$ cat config.mk
export PLATFORM = sky130hd
export DESIGN_NAME = uart_rx_data_sampler
export DESIGN_NICKNAME = d
export VERILOG_FILES = /design/src/rtl/uart_rx_data_sampler.sv
export SDC_FILE = /design/constraint.sdc
export NUM_CORES = 1
export LEC_CHECK = 0
export CORE_ASPECT_RATIO = 0.9
export CORE_MARGIN = 4
export CORE_UTILIZATION = 54
export DETAILED_ROUTE_END_ITERATION = 10
export PLACE_DENSITY = 0.89
export SYNTH_ARGS = -nofsm -noshare
export SYNTH_HDL_FRONTEND = slang
export SYNTH_SLANG_ARGS = --single-unit
$ cat constraint.sdc
create_clock -name CLK -period 4.8 [get_ports CLK]
set_input_delay 1.2 -clock CLK [delete_from_list [all_inputs] [get_ports CLK]]
set_output_delay 1.2 -clock CLK [all_outputs]
set_load 0.01 [all_outputs]
$ cat src/rtl/uart_rx_data_sampler.sv
// -----------------------------------------------------------------------------
// uart_rx_data_sampler
//
// UART receive front-end. While enabled by the Rx FSM it walks an edge counter
// through each bit period (P clocks), counts completed bit periods, captures
// RX_IN three times around mid-bit and majority-votes those captures into
// sampled_bit, qualified by a single-cycle sample_valid strobe.
//
// Ports
//   CLK          system clock, rising edge
//   RST          synchronous, active-high reset
//   dat_samp_en  enable from the Rx FSM; low clears the counters
//   RX_IN        serial line, already synchronised to CLK
//   Prescale     oversampling ratio (8, 16 or 32; anything else acts as 8)
//   edge_cnt     position inside the current bit period, 0..P-1
//   bit_cnt      completed bit periods since enable, saturating at all-ones
//   sampled_bit  majority-voted value of the most recent bit
//   sample_valid one-cycle strobe, sampled_bit updated this cycle
// -----------------------------------------------------------------------------
module uart_rx_data_sampler #(
  parameter int PRESCALE_W = 6,
  parameter int BIT_CNT_W  = 4
) (
  input  logic                  CLK,
  input  logic                  RST,
  input  logic                  dat_samp_en,
  input  logic                  RX_IN,
  input  logic [PRESCALE_W-1:0] Prescale,
  output logic [PRESCALE_W-1:0] edge_cnt,
  output logic [BIT_CNT_W-1:0]  bit_cnt,
  output logic                  sampled_bit,
  output logic                  sample_valid
);

  // Only 8, 16 and 32 are supported ratios; anything else falls back to 8 so
  // the sample positions always stay inside the bit period.
  function automatic logic [PRESCALE_W-1:0] eff_prescale(
    input logic [PRESCALE_W-1:0] p
  );
    logic [PRESCALE_W-1:0] r;
    case (p)
      PRESCALE_W'(8), PRESCALE_W'(16), PRESCALE_W'(32): r = p;
      default:                                          r = PRESCALE_W'(8);
    endcase
    return r;
  endfunction

  // 2-of-3 vote: a single glitched sample cannot flip the bit.
  function automatic logic majority3(input logic a, input logic b, input logic c);
    return (a & b) | (a & c) | (b & c);
  endfunction

  logic [PRESCALE_W-1:0] p_eff;
  logic [PRESCALE_W-1:0] half;
  logic [PRESCALE_W-1:0] last_pos;
  logic [PRESCALE_W-1:0] pos_s0;
  logic [PRESCALE_W-1:0] pos_s1;
  logic [PRESCALE_W-1:0] pos_s2;
  logic [PRESCALE_W-1:0] pos_vote;
  logic                  at_wrap;
  logic                  at_vote;
  logic                  bit_cnt_full;

  logic s0;
  logic s1;
  logic s2;

  // Sample positions are H-2, H-1, H and the vote lands at H+1, where H=P/2.
  // For every legal P the vote position is strictly below P-1, so a strobe and
  // a wrap never coincide.
  always_comb begin
    p_eff        = eff_prescale(Prescale);
    half         = p_eff >> 1;
    last_pos     = p_eff - PRESCALE_W'(1);
    pos_s0       = half - PRESCALE_W'(2);
    pos_s1       = half - PRESCALE_W'(1);
    pos_s2       = half;
    pos_vote     = half + PRESCALE_W'(1);
    at_wrap      = (edge_cnt == last_pos);
    at_vote      = (edge_cnt == pos_vote);
    bit_cnt_full = (bit_cnt == {BIT_CNT_W{1'b1}});
  end

  always_ff @(posedge CLK) begin
    if (RST) begin
      edge_cnt     <= '0;
      bit_cnt      <= '0;
      sampled_bit  <= 1'b1;
      sample_valid <= 1'b0;
      s0           <= 1'b0;
      s1           <= 1'b0;
      s2           <= 1'b0;
    end else if (!dat_samp_en) begin
      // Idle: counters restart so the next enable begins a fresh bit period.
      // The last voted bit and the raw samples are left untouched.
      edge_cnt     <= '0;
      bit_cnt      <= '0;
      sample_valid <= 1'b0;
    end else begin
      edge_cnt <= at_wrap ? '0 : edge_cnt + PRESCALE_W'(1);

      // Saturate rather than wrap so a runaway frame never looks like a
      // freshly started one.
      if (at_wrap && !bit_cnt_full) begin
        bit_cnt <= bit_cnt + BIT_CNT_W'(1);
      end

      if (edge_cnt == pos_s0) s0 <= RX_IN;
      if (edge_cnt == pos_s1) s1 <= RX_IN;
      if (edge_cnt == pos_s2) s2 <= RX_IN;

      sample_valid <= at_vote;
      if (at_vote) begin
        sampled_bit <= majority3(s0, s1, s2);
      end
    end
  end

endmodule
Yosys cells after proc, flatten, opt, wreduce, memory -nomap -nowiden:

Index checks and enable logic that the tools add are counted.

* register bits: 15
* bits of input ports: 10
* output and inout bits: 12
* logic and storage cells: 38

* add/sub/neg operators: 6
* equality and inequality tests: 9
* multiplexer cells: 1
* bitwise logic cells: 6
* reduce and logical (&&, ||, !) cells: 9

Operators with widths (number)
* $eq A6 B6 Y1: 4
* $reduce_and A2 Y1: 4
* $add A5 B1 Y6 const B: 1
* $add A6 B1 Y6 const B: 1
* $eq A6 B4 Y1 const B: 1
* $eq A6 B5 Y1: 1
* $eq A6 B5 Y1 const B: 1
* $eq A6 B6 Y1 const B: 1
* $mux W6: 1
* $reduce_or A3 Y1: 2
* $sub A5 B1 Y6 const B: 1
* $sub A5 B2 Y6 const B: 1
* $sub A6 B1 Y6 const B: 1
* $add A4 B1 Y4 const B: 1
* $eq A4 B4 Y1 const B: 1
* $and A1 B1 Y1: 3
* $or A1 B1 Y1: 2
* $reduce_or A2 Y1: 1
* $logic_and A1 B1 Y1: 1
* $logic_not A1 Y1: 1
* $not A1 Y1: 1

Logic depth before layout (Yosys ltp):

* depth in word-level cells: 6
* depth in mapped cells: 7
* depth with buffers taken out: 6

Worst setup path before layout:

OpenSTA, ideal clock, no wires.

* path kind: input to register
* from: in Prescale[1]
* to: reg sample_valid
* library setup time: 0.096 ns
* data arrival time: 2.761 ns
* required time: 4.704 ns
* path slack: 1.943 ns
* stages on the path: 5
* buffers on the path: 0
* path through: or4_4 -> or4_2 -> nand3_1 -> nand3_1 -> nor4b_1

* longest elaborated chain between the ends: 5
* elaborated cells between the ends (all ways): 7
* classes of those cells: 1 x add/sub; 4 x eq/ne; 1 x mux; 1 x reduce/logical

RTL lines
* from (decl): line 28 `input logic [PRESCALE_W-1:0] Prescale,`
* $eq A6 B4 Y1, or another cell as far along: line 41 `case (p)`
* $reduce_or A3 Y1: line 41
* $mux W6 (*): line 41
* $add A5 B1 Y6 (*): line 78 `pos_vote = half + PRESCALE_W'(1);`
* $eq A6 B6 Y1 (*): line 80 `at_vote = (edge_cnt == pos_vote);`
* to (signal assigned): line 112 `sample_valid <= at_vote;`
* to (decl): line 32 `output logic sample_valid`

Every way passes the cells marked *; elsewhere a longest branch is shown, timed or not.
A chain may end at the register's enable or synchronous reset.

Worst setup path in the final report:

* from: in Prescale[1]
* to: reg bit_cnt[3]

* longest elaborated chain between the ends: 6
* elaborated cells between the ends (all ways): 8
* classes of those cells: 1 x add/sub; 4 x eq/ne; 1 x mux; 2 x reduce/logical

RTL lines
* $eq A6 B4 Y1, or another cell as far along: line 41
* $reduce_or A3 Y1: line 41
* $mux W6 (*): line 41
* $sub A6 B1 Y6 (*): line 74 `last_pos = p_eff - PRESCALE_W'(1);`
* $eq A6 B6 Y1 (*): line 79 `at_wrap = (edge_cnt == last_pos);`
* $logic_and A1 B1 Y1 (*): line 104 `if (at_wrap && !bit_cnt_full) begin`
* to (signal assigned): line 105 `bit_cnt <= bit_cnt + BIT_CNT_W'(1);`
* to (decl): line 30 `output logic [BIT_CNT_W-1:0] bit_cnt,`

Marks and branches as above.

==> impl_metrics.json <==
{
  "setup_tns_ps": 0,
  "wl_um": 2490,
  "rows": 14,
  "totalPowerFinal_mw": 0.239,
  "worstMarginPinSlew_ps": 764,
  "die_area_um2": 2710,
  "finalHoldViolCount": 0,
  "cts_hold_buf": 0,
  "grt_max_degree": 12,
  "max-vdd-ir-drop_mv": 0.172,
  "cp.arrival_ps": 3440,
  "synth_compound_area_share_pct": 12.2,
  "yosys_warnings": 0,
  "place.gp.congestion": 0.832,
  "port_buffers": 21,
  "die_h_um": 49.8,
  "path_class": "input port to flip-flop",
  "syn_inst": 123,
  "synthXorXnorAreaFrac_pct": 11.4,
  "cts_sinks": 15,
  "synth.distinct_cells": 42,
  "insertion_delay_ps": 280,
  "fmax_ghz": 0.309,
  "fin_ws_ps": 1570,
  "fill_cells": 145,
  "synth_seq_cells": 15,
  "ctsLongestPathBuffers": 2,
  "routedWlPerCell_um": 14.3,
  "fin_crit_ps": 3230,
  "min_path_type": "flip-flop to flip-flop",
  "initial_core_util_pct": 59.8,
  "synth.area.mux_share_pct": 6.81,
  "die_w_um": 54.4,
  "cap_violations": 0,
  "setup_viol": 0,
  "slew-limit-headroom_pct": 48.6,
  "dp_slack_ps": 1300,
  "drt_iter0_markers": 27,
  "hp-start": "s0",
  "synthAdderAreaFrac_pct": 8.12,
  "start_kind": "input port",
  "fin_skew_ps": 2.49,
  "period_share_pct": 67.4,
  "crit_fanout": 7,
  "status": "finished clean",
  "clkSlewWorstSetupHoldPaths_ps": 80,
  "worstSetupStartpoint": "Prescale[1]",
  "grt_usage_pct": 21.5,
  "grt_pass1_wl_um": 4330,
  "firstDrtPassIters": 4,
  "drc": 0,
  "grt-ovfl-total": 0,
  "cts_resized": 0,
  "antenna_found_initial": 0,
  "min_path_cells": 2,
  "r2r_cells": 5,
  "via_count": 1010,
  "rsz0062_at_grt": "no",
  "cts_tree": "built",
  "avgSynthCellArea_um2": 8.51,
  "cellLeakagePower_nw": 0.493,
  "final_nets": 167,
  "power_density_nw_per_um2": 181,
  "grt_pass1_vias": 965,
  "core_um2": 1750,
  "post_cts_buffers": 0,
  "clockRootBuffer": "clkbuf_4",
  "end_kind": "flip-flop",
  "syn_area_um2": 1050,
  "dpl.hpwl_um": 1910,
  "areaGrowthSynthToFinish_pct": 26.2,
  "antenna_cells": 0,
  "cts_buffers": 3,
  "ant_nets": 0,
  "drv_slew": 0,
  "ios": 22,
  "regToRegStartpoint": "edge_cnt[2]",
  "yosys.area_share.simple_pct": 30.0,
  "yosysSeqAreaShare_pct": 28.7,
  "h-tree-depth": 1,
  "drive_gt1_share_pct": 6.00,
  "viasPerCell": 5.80,
  "synth_top_family_by_area": "simple AND/OR/NAND/NOR gates",
  "critical_path_required_ps": 5010
}
cells by family after synthesis:
kind of cell,count (synthesis)
other,2
AO/OA/AOI/OAI,19
buffers and inverters,6
multiplexers,7
flip-flops,15
XOR/XNOR,12
adder cells (fa/ha/maj),7
AND/OR/NAND/NOR,55
path summary, 6_finish.rpt:
path	slack (ps)	end
hold / removal	490	s0
setup / recovery	1570	bit_cnt[3]
setup reg to reg	2730	bit_cnt[3]
hold reg to reg	490	s0
Yosys cell counts:
cell type / n / area (um2)
or3_2: 1 / 7.51
o32ai_1: 1 / 8.76
nand2b_1: 7 / 43.8
or4_4: 2 / 22.5
nand4b_1: 1 / 8.76
nand2_1: 5 / 18.8
o32a_1: 1 / 10.0
a31oi_1: 1 / 6.26
nand4_1: 1 / 6.26
maj3_1: 1 / 10.0
and3_1: 2 / 12.5
o31ai_1: 2 / 15.0
o2111ai_1: 1 / 8.76
nor2b_1: 4 / 25.0
conb_1: 2 / 7.51
o31a_1: 1 / 8.76
a21oi_1: 3 / 15.0
buf_1: 2 / 7.51
nor3_1: 3 / 15.0
or3b_2: 1 / 8.76
nor2_1: 12 / 45.0
a21o_1: 1 / 7.51
o21ai_0: 5 / 25.0
o211ai_1: 1 / 7.51
clkbuf_1: 2 / 7.51
or4_2: 1 / 8.76
nor4_1: 2 / 12.5
nor4b_1: 2 / 17.5
xor2_1: 3 / 26.3
and2_1: 1 / 6.26
inv_1: 2 / 7.51
ha_1: 6 / 75.1
mux2_2: 1 / 11.3
nand3_1: 8 / 40.0
or4_1: 1 / 7.51
dfxtp_1: 15 / 300
nor3b_1: 1 / 7.51
mux2i_1: 6 / 60.1
o21a_1: 1 / 7.51
xnor2_1: 8 / 70.1
xnor3_1: 1 / 22.5
a211oi_1: 1 / 7.51
routing by layer:
| layer | vias up | share of wire, % | global-route usage (%) |
|---|---|---|---|
| li1 | 493 | - | - |
| met1 | 473 | 44 | 29.4 |
| met2 | 36 | 48 | 32.5 |
| met3 | 8 | 6.1 | 3.31 |
| met4 | 0 | 2.1 | 9.96 |
| met5 | - | 0 | 0 |
layout make-up:
class / instances / area [um2] / area share, %
flip-flops and latches: 15 / 300 / 22.7
clock buffers: 4 / 26.3 / 1.99
well taps: 24 / 30.0 / 2.27
inverters: 2 / 7.51 / 0.568
repair buffers: 21 / 210 / 15.9
multi-input cells: 108 / 747 / 56.5
layout by cell type, fill, tap and decap left out, drive strengths merged:
cell / instances
or3b: 1
maj3: 1
a211oi: 1
nor2b: 4
nor3b: 1
or3: 1
xnor2: 8
nand2b: 7
mux2: 1
o21a: 1
nor4b: 2
nand3: 8
nand4: 1
dfxtp: 15
or4: 4
o31a: 1
o32ai: 1
conb: 8
nand2: 5
nand4b: 1
and2: 1
o21ai: 5
clkbuf: 4
and3: 2
clkdlybuf4s50: 21
nor4: 2
a21o: 1
nor2: 12
o211ai: 1
inv: 2
o31ai: 2
a31oi: 1
ha: 6
o2111ai: 1
mux2i: 6
nor3: 3
xor2: 3
o32a: 1
xnor3: 1
a21oi: 3
report_power, final:
| part | total [mW] | leakage, nW | switching (mW) | internal, mW |
|---|---|---|---|---|
| sequential | 0.128 | 0.121 | 0.00272 | 0.126 |
| clock | 0.0700 | 0.0150 | 0.0378 | 0.0322 |
| combinational | 0.0403 | 0.357 | 0.0194 | 0.0208 |
| total | 0.239 | 0.493 | 0.0599 | 0.179 |
per-stage QoR:
step	instance area (um2)	utilization (%)	hold slack (ps)	instances
2_1_floorplan	1070	-	452	129
3_3_place_gp	1290	73.9	468	170
3_5_place_dp	1290	73.9	478	170
4_1_cts	1320	75.4	491	174
5_1_grt	1320	75.4	520	174
6_report	1320	75.4	493	174
worst max-delay path, cell delays in order:
cell	delay [ps]
clkdlybuf4s50_1	420
nor4_1	690
nand2_1	160
o32a_1	290
or4_1	530
a21oi_1	150
flip-flops by register name, indices dropped and copies added (netlist names):
register,flops
edge_cnt,6
bit_cnt,4
s0,1
s1,1
s2,1
sample_valid,1
sampled_bit,1
No activity file was read; power rests on OpenSTA's default activity.
